===== config.mk =====
export PLATFORM = sky130hd
export DESIGN_NAME = irq_ack_controller_flat
export DESIGN_NICKNAME = d
export VERILOG_FILES = /design/src/rtl/irq_pkg.sv /design/src/rtl/irq_ack_controller_if.sv /design/src/rtl/irq_ack_controller.sv /design/src/flat_wrapper.sv
export SDC_FILE = /design/constraint.sdc
export NUM_CORES = 1
export LEC_CHECK = 0
export CAP_MARGIN = 20
export CORE_AREA = 2 2 39 41
export CTS_CLUSTER_SIZE = 40
export DETAILED_ROUTE_END_ITERATION = 10
export DIE_AREA = 0 0 41 43
export PLACE_DENSITY = 0.59
export SKIP_CTS_REPAIR_TIMING = 1
export SYNTH_ARGS = -nofsm -noshare
export SYNTH_HDL_FRONTEND = slang
export SYNTH_SLANG_ARGS = --single-unit

===== constraint.sdc =====
create_clock -name clk -period 1.9 [get_ports clk]
set_input_delay 0.475 -clock clk [delete_from_list [all_inputs] [get_ports clk]]
set_output_delay 0.475 -clock clk [all_outputs]
set_load 0.005 [all_outputs]

===== src/rtl/irq_pkg.sv =====
// Shared definitions for the interrupt acknowledge path.
// Holds the default geometry (N_IRQ, VEC_W), the acknowledge timeout default,
// the controller state type and the vector-to-one-hot helper that is shared with
// the priority encoder bench.
package irq_pkg;

    localparam int unsigned N_IRQ_DEFAULT       = 4;
    localparam int unsigned VEC_W_DEFAULT       = 2;
    localparam int unsigned ACK_TIMEOUT_DEFAULT = 16;

    typedef enum logic [1:0] {
        StIdle    = 2'd0,
        StReq     = 2'd1,
        StService = 2'd2,
        StGuard   = 2'd3
    } irq_state_t;

    // Callers truncate the result to their own N_IRQ width.
    function automatic logic [31:0] onehot_from_vec(input logic [31:0] vec);
        return 32'd1 << vec;
    endfunction

endpackage


===== src/rtl/irq_ack_controller_if.sv =====
// Handshake bundle between the priority encoder, the acknowledge controller and
// the core.
//   master : controller side (drives int_req, int_vector, irq_clear, in_service,
//            irq_done, timeout_err; samples IRQ, y, int_ack, eoi)
//   slave  : environment side (encoder plus core), the mirror image
interface irq_ack_controller_if
    import irq_pkg::*;
#(
    parameter int unsigned N_IRQ = N_IRQ_DEFAULT,
    parameter int unsigned VEC_W = VEC_W_DEFAULT
);

    logic             IRQ;
    logic [VEC_W-1:0] y;
    logic             int_req;
    logic [VEC_W-1:0] int_vector;
    logic             int_ack;
    logic             eoi;
    logic [N_IRQ-1:0] irq_clear;
    logic [N_IRQ-1:0] in_service;
    logic             irq_done;
    logic             timeout_err;

    modport master (
        input  IRQ,
        input  y,
        input  int_ack,
        input  eoi,
        output int_req,
        output int_vector,
        output irq_clear,
        output in_service,
        output irq_done,
        output timeout_err
    );

    modport slave (
        output IRQ,
        output y,
        output int_ack,
        output eoi,
        input  int_req,
        input  int_vector,
        input  irq_clear,
        input  in_service,
        input  irq_done,
        input  timeout_err
    );

endinterface


===== src/rtl/irq_ack_controller.sv =====
// CPU-side responder for the interrupt priority encoder.
// Latches the winning vector, holds a request to the core, runs the
// acknowledge / end-of-interrupt handshake and returns a one-cycle one-hot clear
// to the serviced source line. One interrupt in service at a time, no nesting.
//
// Ports:
//   clk  : system clock, rising edge
//   rst  : synchronous active-high reset
//   bus  : irq_ack_controller_if.master
//          IRQ/y in from the encoder, int_ack/eoi in from the core,
//          int_req/int_vector/in_service/irq_done/timeout_err out to the core,
//          irq_clear out to the source latches.
//
// Optional feature: define IRQ_ACK_TIMEOUT_EN to abandon a request that is not
// acknowledged within ACK_TIMEOUT cycles (timeout_err pulse, no clear issued).
module irq_ack_controller
    import irq_pkg::*;
#(
    parameter int unsigned N_IRQ       = N_IRQ_DEFAULT,
    parameter int unsigned VEC_W       = VEC_W_DEFAULT,
    parameter int unsigned ACK_TIMEOUT = ACK_TIMEOUT_DEFAULT
) (
    input  logic                 clk,
    input  logic                 rst,
    irq_ack_controller_if.master bus
);

    // Elaboration-time sanity checks on the geometry.
    if (N_IRQ != (32'd1 << VEC_W)) begin : g_bad_geometry
        $error("irq_ack_controller: N_IRQ must equal 2**VEC_W");
    end
    if (ACK_TIMEOUT == 0) begin : g_bad_timeout
        $error("irq_ack_controller: ACK_TIMEOUT must be non-zero");
    end

    irq_state_t       state_q, state_d;
    logic [VEC_W-1:0] vec_q, vec_d;
    logic             clear_q, clear_d;
    logic             done_q, done_d;
    logic             tmo_d;
    logic [N_IRQ-1:0] vec_onehot;

`ifdef IRQ_ACK_TIMEOUT_EN
    localparam int unsigned CntW = $clog2(ACK_TIMEOUT + 1);

    logic [CntW-1:0] cnt_q, cnt_d;
    logic            tmo_q;
    logic            expired;

    // cnt_q counts completed REQ cycles; the last allowed one ends at ACK_TIMEOUT-1.
    assign expired = (cnt_q == CntW'(ACK_TIMEOUT - 1));
`endif

    always_comb begin
        state_d = state_q;
        vec_d   = vec_q;
        clear_d = 1'b0;
        done_d  = 1'b0;
        tmo_d   = 1'b0;
`ifdef IRQ_ACK_TIMEOUT_EN
        cnt_d   = cnt_q;
`endif
        unique case (state_q)
            StIdle: begin
                if (bus.IRQ) begin
                    vec_d   = bus.y;
                    state_d = StReq;
`ifdef IRQ_ACK_TIMEOUT_EN
                    cnt_d   = '0;
`endif
                end
            end
            StReq: begin
                // An ack always wins, including over a simultaneous eoi or expiry.
                if (bus.int_ack) begin
                    state_d = StService;
                    clear_d = 1'b1;
                end
`ifdef IRQ_ACK_TIMEOUT_EN
                else if (expired) begin
                    state_d = StGuard;
                    tmo_d   = 1'b1;
                end else begin
                    cnt_d = cnt_q + CntW'(1);
                end
`endif
            end
            StService: begin
                if (bus.eoi) begin
                    state_d = StGuard;
                    done_d  = 1'b1;
                end
            end
            // One dead cycle so the encoder's registered output catches up with the clear.
            StGuard: state_d = StIdle;
            default: state_d = StIdle;
        endcase
    end

    always_ff @(posedge clk) begin
        if (rst) begin
            state_q <= StIdle;
            vec_q   <= '0;
            clear_q <= 1'b0;
            done_q  <= 1'b0;
        end else begin
            state_q <= state_d;
            vec_q   <= vec_d;
            clear_q <= clear_d;
            done_q  <= done_d;
        end
    end

`ifdef IRQ_ACK_TIMEOUT_EN
    always_ff @(posedge clk) begin
        if (rst) begin
            cnt_q <= '0;
            tmo_q <= 1'b0;
        end else begin
            cnt_q <= cnt_d;
            tmo_q <= tmo_d;
        end
    end

    assign bus.timeout_err = tmo_q;
`else
    assign bus.timeout_err = tmo_d;
`endif

    assign vec_onehot     = N_IRQ'(onehot_from_vec(32'(vec_q)));
    assign bus.int_req    = (state_q == StReq);
    assign bus.int_vector = vec_q;
    assign bus.irq_clear  = clear_q ? vec_onehot : '0;
    assign bus.in_service = (state_q == StService) ? vec_onehot : '0;
    assign bus.irq_done   = done_q;

endmodule


===== src/flat_wrapper.sv =====
// flat-port wrapper written by rule: the top's interface ports become plain ports
module irq_ack_controller_flat import irq_pkg::*;
#(
    parameter int unsigned N_IRQ       = N_IRQ_DEFAULT,
    parameter int unsigned VEC_W       = VEC_W_DEFAULT,
    parameter int unsigned ACK_TIMEOUT = ACK_TIMEOUT_DEFAULT
)
  (clk, rst, bus_IRQ, bus_y, bus_int_ack, bus_eoi, bus_int_req, bus_int_vector, bus_irq_clear, bus_in_service, bus_irq_done, bus_timeout_err);
  irq_ack_controller_if #(.N_IRQ(N_IRQ), .VEC_W(VEC_W)) bus_i ();
  input  logic clk;
  input  logic rst;
  input wire logic [$bits(bus_i.IRQ)-1:0] bus_IRQ;
  input wire logic [$bits(bus_i.y)-1:0] bus_y;
  input wire logic [$bits(bus_i.int_ack)-1:0] bus_int_ack;
  input wire logic [$bits(bus_i.eoi)-1:0] bus_eoi;
  output wire logic [$bits(bus_i.int_req)-1:0] bus_int_req;
  output wire logic [$bits(bus_i.int_vector)-1:0] bus_int_vector;
  output wire logic [$bits(bus_i.irq_clear)-1:0] bus_irq_clear;
  output wire logic [$bits(bus_i.in_service)-1:0] bus_in_service;
  output wire logic [$bits(bus_i.irq_done)-1:0] bus_irq_done;
  output wire logic [$bits(bus_i.timeout_err)-1:0] bus_timeout_err;
  assign bus_i.IRQ = bus_IRQ;
  assign bus_i.y = bus_y;
  assign bus_i.int_ack = bus_int_ack;
  assign bus_i.eoi = bus_eoi;
  assign bus_int_req = bus_i.int_req;
  assign bus_int_vector = bus_i.int_vector;
  assign bus_irq_clear = bus_i.irq_clear;
  assign bus_in_service = bus_i.in_service;
  assign bus_irq_done = bus_i.irq_done;
  assign bus_timeout_err = bus_i.timeout_err;
  irq_ack_controller #(.N_IRQ(N_IRQ), .VEC_W(VEC_W), .ACK_TIMEOUT(ACK_TIMEOUT)) u_core (.clk(clk), .rst(rst), .bus(bus_i));
endmodule

==> results.sh, run 1 <==
export IMPL_crit_type="reg -> out"
export IMPL_num_rows=14
export IMPL_netlist_area_um2=358
export IMPL_drv_slew=0
export IMPL_core_mm2=0.00138
export IMPL_cap_violations=0
export IMPL_dp_hpwl_um=669
export IMPL_status="finished, final reports clean"
export IMPL_clock_latency_ns=0.25
export IMPL_post_place_ws_ns=0.0370
export IMPL_antenna_found_initial=0
export IMPL_die_w_um=41
export IMPL_wl_um=788
export IMPL_post_route_period_util=0.963
export IMPL_holdCritPathClass="reg -> reg"
export IMPL_slowest_delay_ns=0.44
export IMPL_gp_congestion=0.716
export IMPL_syn_avg_cell_area_um2=8.73
export IMPL_portBuffers=18
export IMPL_synth_seq_cells=6
export IMPL_drive_gt1_frac=0.161
export IMPL_dr_first_iter_drc_count=7
export IMPL_finalClockSkew_ns=0.00567
export IMPL_setup_tns_ns=0
export IMPL_syn_inst=41
export IMPL_cp_slowest_cell="clkdlybuf4s50_1"
export IMPL_tritoncts="built"
export IMPL_power_density_mw_per_mm2=1030
export IMPL_final_util=0.441
export IMPL_syn_nets=52
export IMPL_period_minus_slack_ns=1.83
export IMPL_cts_root_buf="clkbuf_4"
export IMPL_numCtsBuffers=3
export IMPL_viasPerCell=4.63
export IMPL_routedWlPerCell_um=10.1
export IMPL_crit_path_start_kind="register"
export IMPL_vdd_drop_max_mv=0.493
export IMPL_max_freq_ghz=0.547
export IMPL_route_detailed_drc=0
export IMPL_synth_cell_types=16
export IMPL_area_growth_pct=70.6
export IMPL_grt_pass1_wl_um=1240
export IMPL_setup_viol=0
export IMPL_yosysWarningCount=0
export IMPL_layout_commonest_cell="clkdlybuf4s50_1"
export IMPL_nets=75
export IMPL_mostFrequentLayoutCells="14 x clkdlybuf4s50_1, 5 x nand2_1"
export IMPL_vias=361
export IMPL_seq_area_frac_synth=0.336
export IMPL_worst_ep_required_time_ns=1.42
export IMPL_antenna_left=0
export IMPL_antenna_cells=0
export IMPL_io_pins=20
export IMPL_crit_fanout=3
export IMPL_synthFlopType="dfxtp_1"
export IMPL_path_cells="inv_2 > ha_1 > clkdlybuf4s50_1"
export IMPL_cts_max_level=1
export IMPL_grt_total_usage=0.110
export IMPL_critical_path_arrival_ns=1.35
export IMPL_endpoint_kind="output pin"
export IMPL_power_uw=628
export IMPL_first_global_vias=318
export IMPL_setup_slack_ns=0.0711
export IMPL_rsz0062_at_grt="no"
export IMPL_clk_pin_slew_ns=0.05
export IMPL_dieArea_mm2=0.00176
export IMPL_overflow=0
export IMPL_cts_num_sinks=6
export IMPL_grt_max_degree=11
export IMPL_drt_first_pass_iters=2
export IMPL_die_y_um=43
export IMPL_leakagePower_uw=0.000345
export IMPL_synth_edff_count=0
export IMPL_initial_core_util=0.259
export IMPL_cts_path_max_buffers=2
export IMPL_hold_violations=0
export IMPL_synthArstFlopShare=0
-- final timing paths --
kind / end / cells after the start / slack, ns / startpoint
max reg2reg: u_core.state_q[0] / 5 / 0.34 / u_core.state_q[1]
min reg2reg: u_core.state_q[1] / 2 / 0.52 / u_core.state_q[1]
min: u_core.state_q[1] / 2 / 0.52 / u_core.state_q[1]
max: bus_int_req / 3 / 0.07 / u_core.state_q[1]
-- area by class of cell --
class                   count  area, µm²
multi-input cells          31        236
flip-flops and latches      6        123
well taps                  16       20.0
repair buffers             19        198
clock buffers               3       22.5
inverters                   3       11.3
fillers                   144        773
-- per-stage QoR --
stage | std cells | cell area, µm² | hold WS (ns)
2_1_floorplan | 41 | 358 | 0.451
3_3_place_gp | 75 | 558 | 0.469
3_5_place_dp | 75 | 558 | 0.479
4_1_cts | 78 | 581 | 0.486
5_1_grt | 78 | 611 | 0.548
6_report | 78 | 611 | 0.519
-- per-layer routing --
layer | GRT usage | vias to the layer above | wire length [µm]
li1 | - | 183 | -
met1 | 0.0932 | 162 | 317
met2 | 0.188 | 14 | 401
met3 | 0.0471 | 2 | 55
met4 | 0.0800 | 0 | 13
met5 | 0 | - | 0
-- power by group --
part / internal (µW) / switching [µW]
combinational: 173 / 126
sequential: 163 / 43.0
clock: 71.8 / 51.3
-- logic make-up (layout without fill, tap and decap cells) --
| kind of cell | after synthesis | count (layout) | share of synthesized area |
|---|---|---|---|
| buffers and inverters | 4 | 25 | 0.0525 |
| adders and majority gates | 4 | 4 | 0.140 |
| other | 1 | 1 | 0.0105 |
| muxes | 1 | 1 | 0.0280 |
| DFF | 6 | 6 | 0.336 |
| and+or+nand+nor | 22 | 22 | 0.378 |
| AOI/OAI and AO/OA | 3 | 3 | 0.0559 |
-- worst max-delay path: cells and delay by family, from the launching register on --
kind / cells / cell delay (ns)
DFF: 1 / 0.39
buffers and inverters: 2 / 0.51
adders and majority gates: 1 / 0.20
-- sequential cells by signal (all words and copies together), names as in the netlist --
signal	cells
u_core.bus.int_vector	2
u_core.bus.irq_done	1
u_core.clear_q	1
u_core.state_q	2
-- synthesized netlist by cell type, types with 2 or more instances --
cell | number | share of area
dfxtp_1 | 6 | 0.34
and3_1 | 4 | 0.070
ha_1 | 4 | 0.14
a21oi_1 | 2 | 0.028
nor3b_1 | 2 | 0.042
and3b_1 | 4 | 0.098
nand2_1 | 5 | 0.052
nor2b_1 | 3 | 0.052
nand3_1 | 2 | 0.028
inv_1 | 3 | 0.031
Note: power is estimated with default switching activity, not from simulation.
==> run 2, diff against run 1 <==
==> constraint.sdc (replaced) <==
create_clock -name clk -period 2 [get_ports clk]
set_input_delay 0.5 -clock clk [delete_from_list [all_inputs] [get_ports clk]]
set_output_delay 0.5 -clock clk [all_outputs]
set_load 0.005 [all_outputs]
==> run 2 against run 1 <==
Clock power fell by 11%. Final area fell by 1.2%. Combinational power fell by 2%. Critical path type unchanged. Power fell by 5.1%. Via count fell by 0.28%. Largest power group unchanged. Non-clock buffer count did not move. Global-route usage fell by 0.91 points. Routed wire length fell by 0.76%. Sequential power fell by 7%. Cell count did not move. Critical path depth fell by 1. Critical endpoint is now bus_irq_clear[2].
==> results.sh, run 2 (same netlist as run 1, synthesis figures left out) <==
export IMPL_core_mm2=0.00138
export IMPL_finalInstanceArea_um2=603
export IMPL_grt_max_degree=11
export IMPL_area_growth_pct=68.5
export IMPL_drt_first_pass_iters=4
export IMPL_viasPerCell=4.62
export IMPL_setup_viol=0
export IMPL_die_w_um=41
export IMPL_grt_pass1_wl_um=1140
export IMPL_clock_latency_ns=0.24
export IMPL_layout_commonest_cell="clkdlybuf4s50_1"
export IMPL_fillCellCount=144
export IMPL_antenna_cells=0
export IMPL_finalClockSkew_ns=0.00429
export IMPL_portBuffers=18
export IMPL_rsz0062_at_grt="no"
export IMPL_period_minus_slack_ns=1.89
export IMPL_num_rows=14
export IMPL_crit_fanout=10
export IMPL_cts_root_buf="clkbuf_4"
export IMPL_tritoncts="built"
export IMPL_power_uw=596
export IMPL_die_y_um=43
export IMPL_dp_hpwl_um=650
export IMPL_cts_max_level=1
export IMPL_antenna_left=0
export IMPL_post_place_ws_ns=0.115
export IMPL_routed_top_layer="met4"
export IMPL_holdPathStages=2
export IMPL_cp_slowest_cell="clkdlybuf4s50_1"
export IMPL_cts_num_sinks=6
export IMPL_dieArea_mm2=0.00176
export IMPL_drive_gt1_frac=0.0968
export IMPL_placed_cells=74
export IMPL_wl_met2_um=411
export IMPL_endpoint_kind="output pin"
export IMPL_cts_path_max_buffers=2
export IMPL_first_global_vias=301
export IMPL_vdd_drop_max_mv=0.459
export IMPL_initial_core_util=0.259
export IMPL_holdCritPathClass="reg -> reg"
export IMPL_critical_path_arrival_ns=1.39
export IMPL_route_detailed_drc=0
export IMPL_overflow=0
export IMPL_rr_worst_depth=6
export IMPL_post_route_period_util=0.947
export IMPL_nets=75
export IMPL_numCtsBuffers=3
export IMPL_leakagePower_uw=0.000340
export IMPL_vias=360
export IMPL_grt_total_usage=0.101
export IMPL_crit_type="reg -> out"
export IMPL_setup_slack_ns=0.106
export IMPL_worst_ep_required_time_ns=1.50
export IMPL_status="finished, final reports clean"
export IMPL_wl_met1_um=307
export IMPL_routed_wl_met3_um=55
export IMPL_hold_violations=0
export IMPL_crit_path_start_kind="register"
export IMPL_dr_first_iter_drc_count=2
export IMPL_drv_slew=0
export IMPL_cap_violations=0
export IMPL_place_area_um2=551
export IMPL_mostFrequentLayoutCells="14 x clkdlybuf4s50_1, 6 x dfxtp_1, 5 x nand2_1"
export IMPL_layoutNonFillerInstCount=78
export IMPL_io_pins=20
export IMPL_timing_hold_ws_ns=0.517
export IMPL_wl_um=782
export IMPL_path_cells="and3b_1 > clkdlybuf4s50_1"
export IMPL_gp_congestion=0.713
export IMPL_slowest_delay_ns=0.50
export IMPL_power_density_mw_per_mm2=988
export IMPL_clk_pin_slew_ns=0.05
export IMPL_routedWlPerCell_um=10.0
export IMPL_antenna_found_initial=0
export IMPL_max_freq_ghz=0.528
## run 2: final cells by class
type,count,area [µm²],area share
clock buffer,3,22.5,0.0373
tap,16,20.0,0.0332
inverter,3,11.3,0.0187
timing repair buffer,19,198,0.328
multi-input combinational,31,231,0.384
sequential,6,120,0.199
## run 2: final timing paths
kind,startpoint,to,slack (ns)
worst max-delay path,u_core.bus.int_vector[1],bus_irq_clear[2],0.11
worst max register to register,u_core.state_q[0],u_core.state_q[0],0.33
worst min-delay path,u_core.state_q[1],u_core.state_q[1],0.52
worst min register to register,u_core.state_q[1],u_core.state_q[1],0.52
## run 2: metrics by stage
step	utilization	TNS [ns]
floorplan	-	0
global placement	0.398	0
detailed placement	0.398	0
CTS	0.414	-0.372
global route	0.436	0
finish	0.436	0
## run 2: worst max-delay path: cells and delay by family (launching register included)
kind                   cells  cell delay (ns)
AND/OR/NAND/NOR            1             0.20
flip-flops                 1             0.46
buffers and inverters      1             0.50
## run 2: routing by layer
| metal | vias to the layer above | GRT usage |
|---|---|---|
| met4 | 0 | 0.0800 |
| met1 | 160 | 0.0801 |
| li1 | 184 | - |
| met2 | 14 | 0.172 |
| met5 | - | 0 |
| met3 | 2 | 0.0471 |
## run 2: report_power, final
part / total, µW / switching, µW / internal, µW
sequential: 192 / 38.7 / 153
clock: 110 / 42.5 / 67.8
combinational: 294 / 124 / 170
total: 596 / 205 / 391
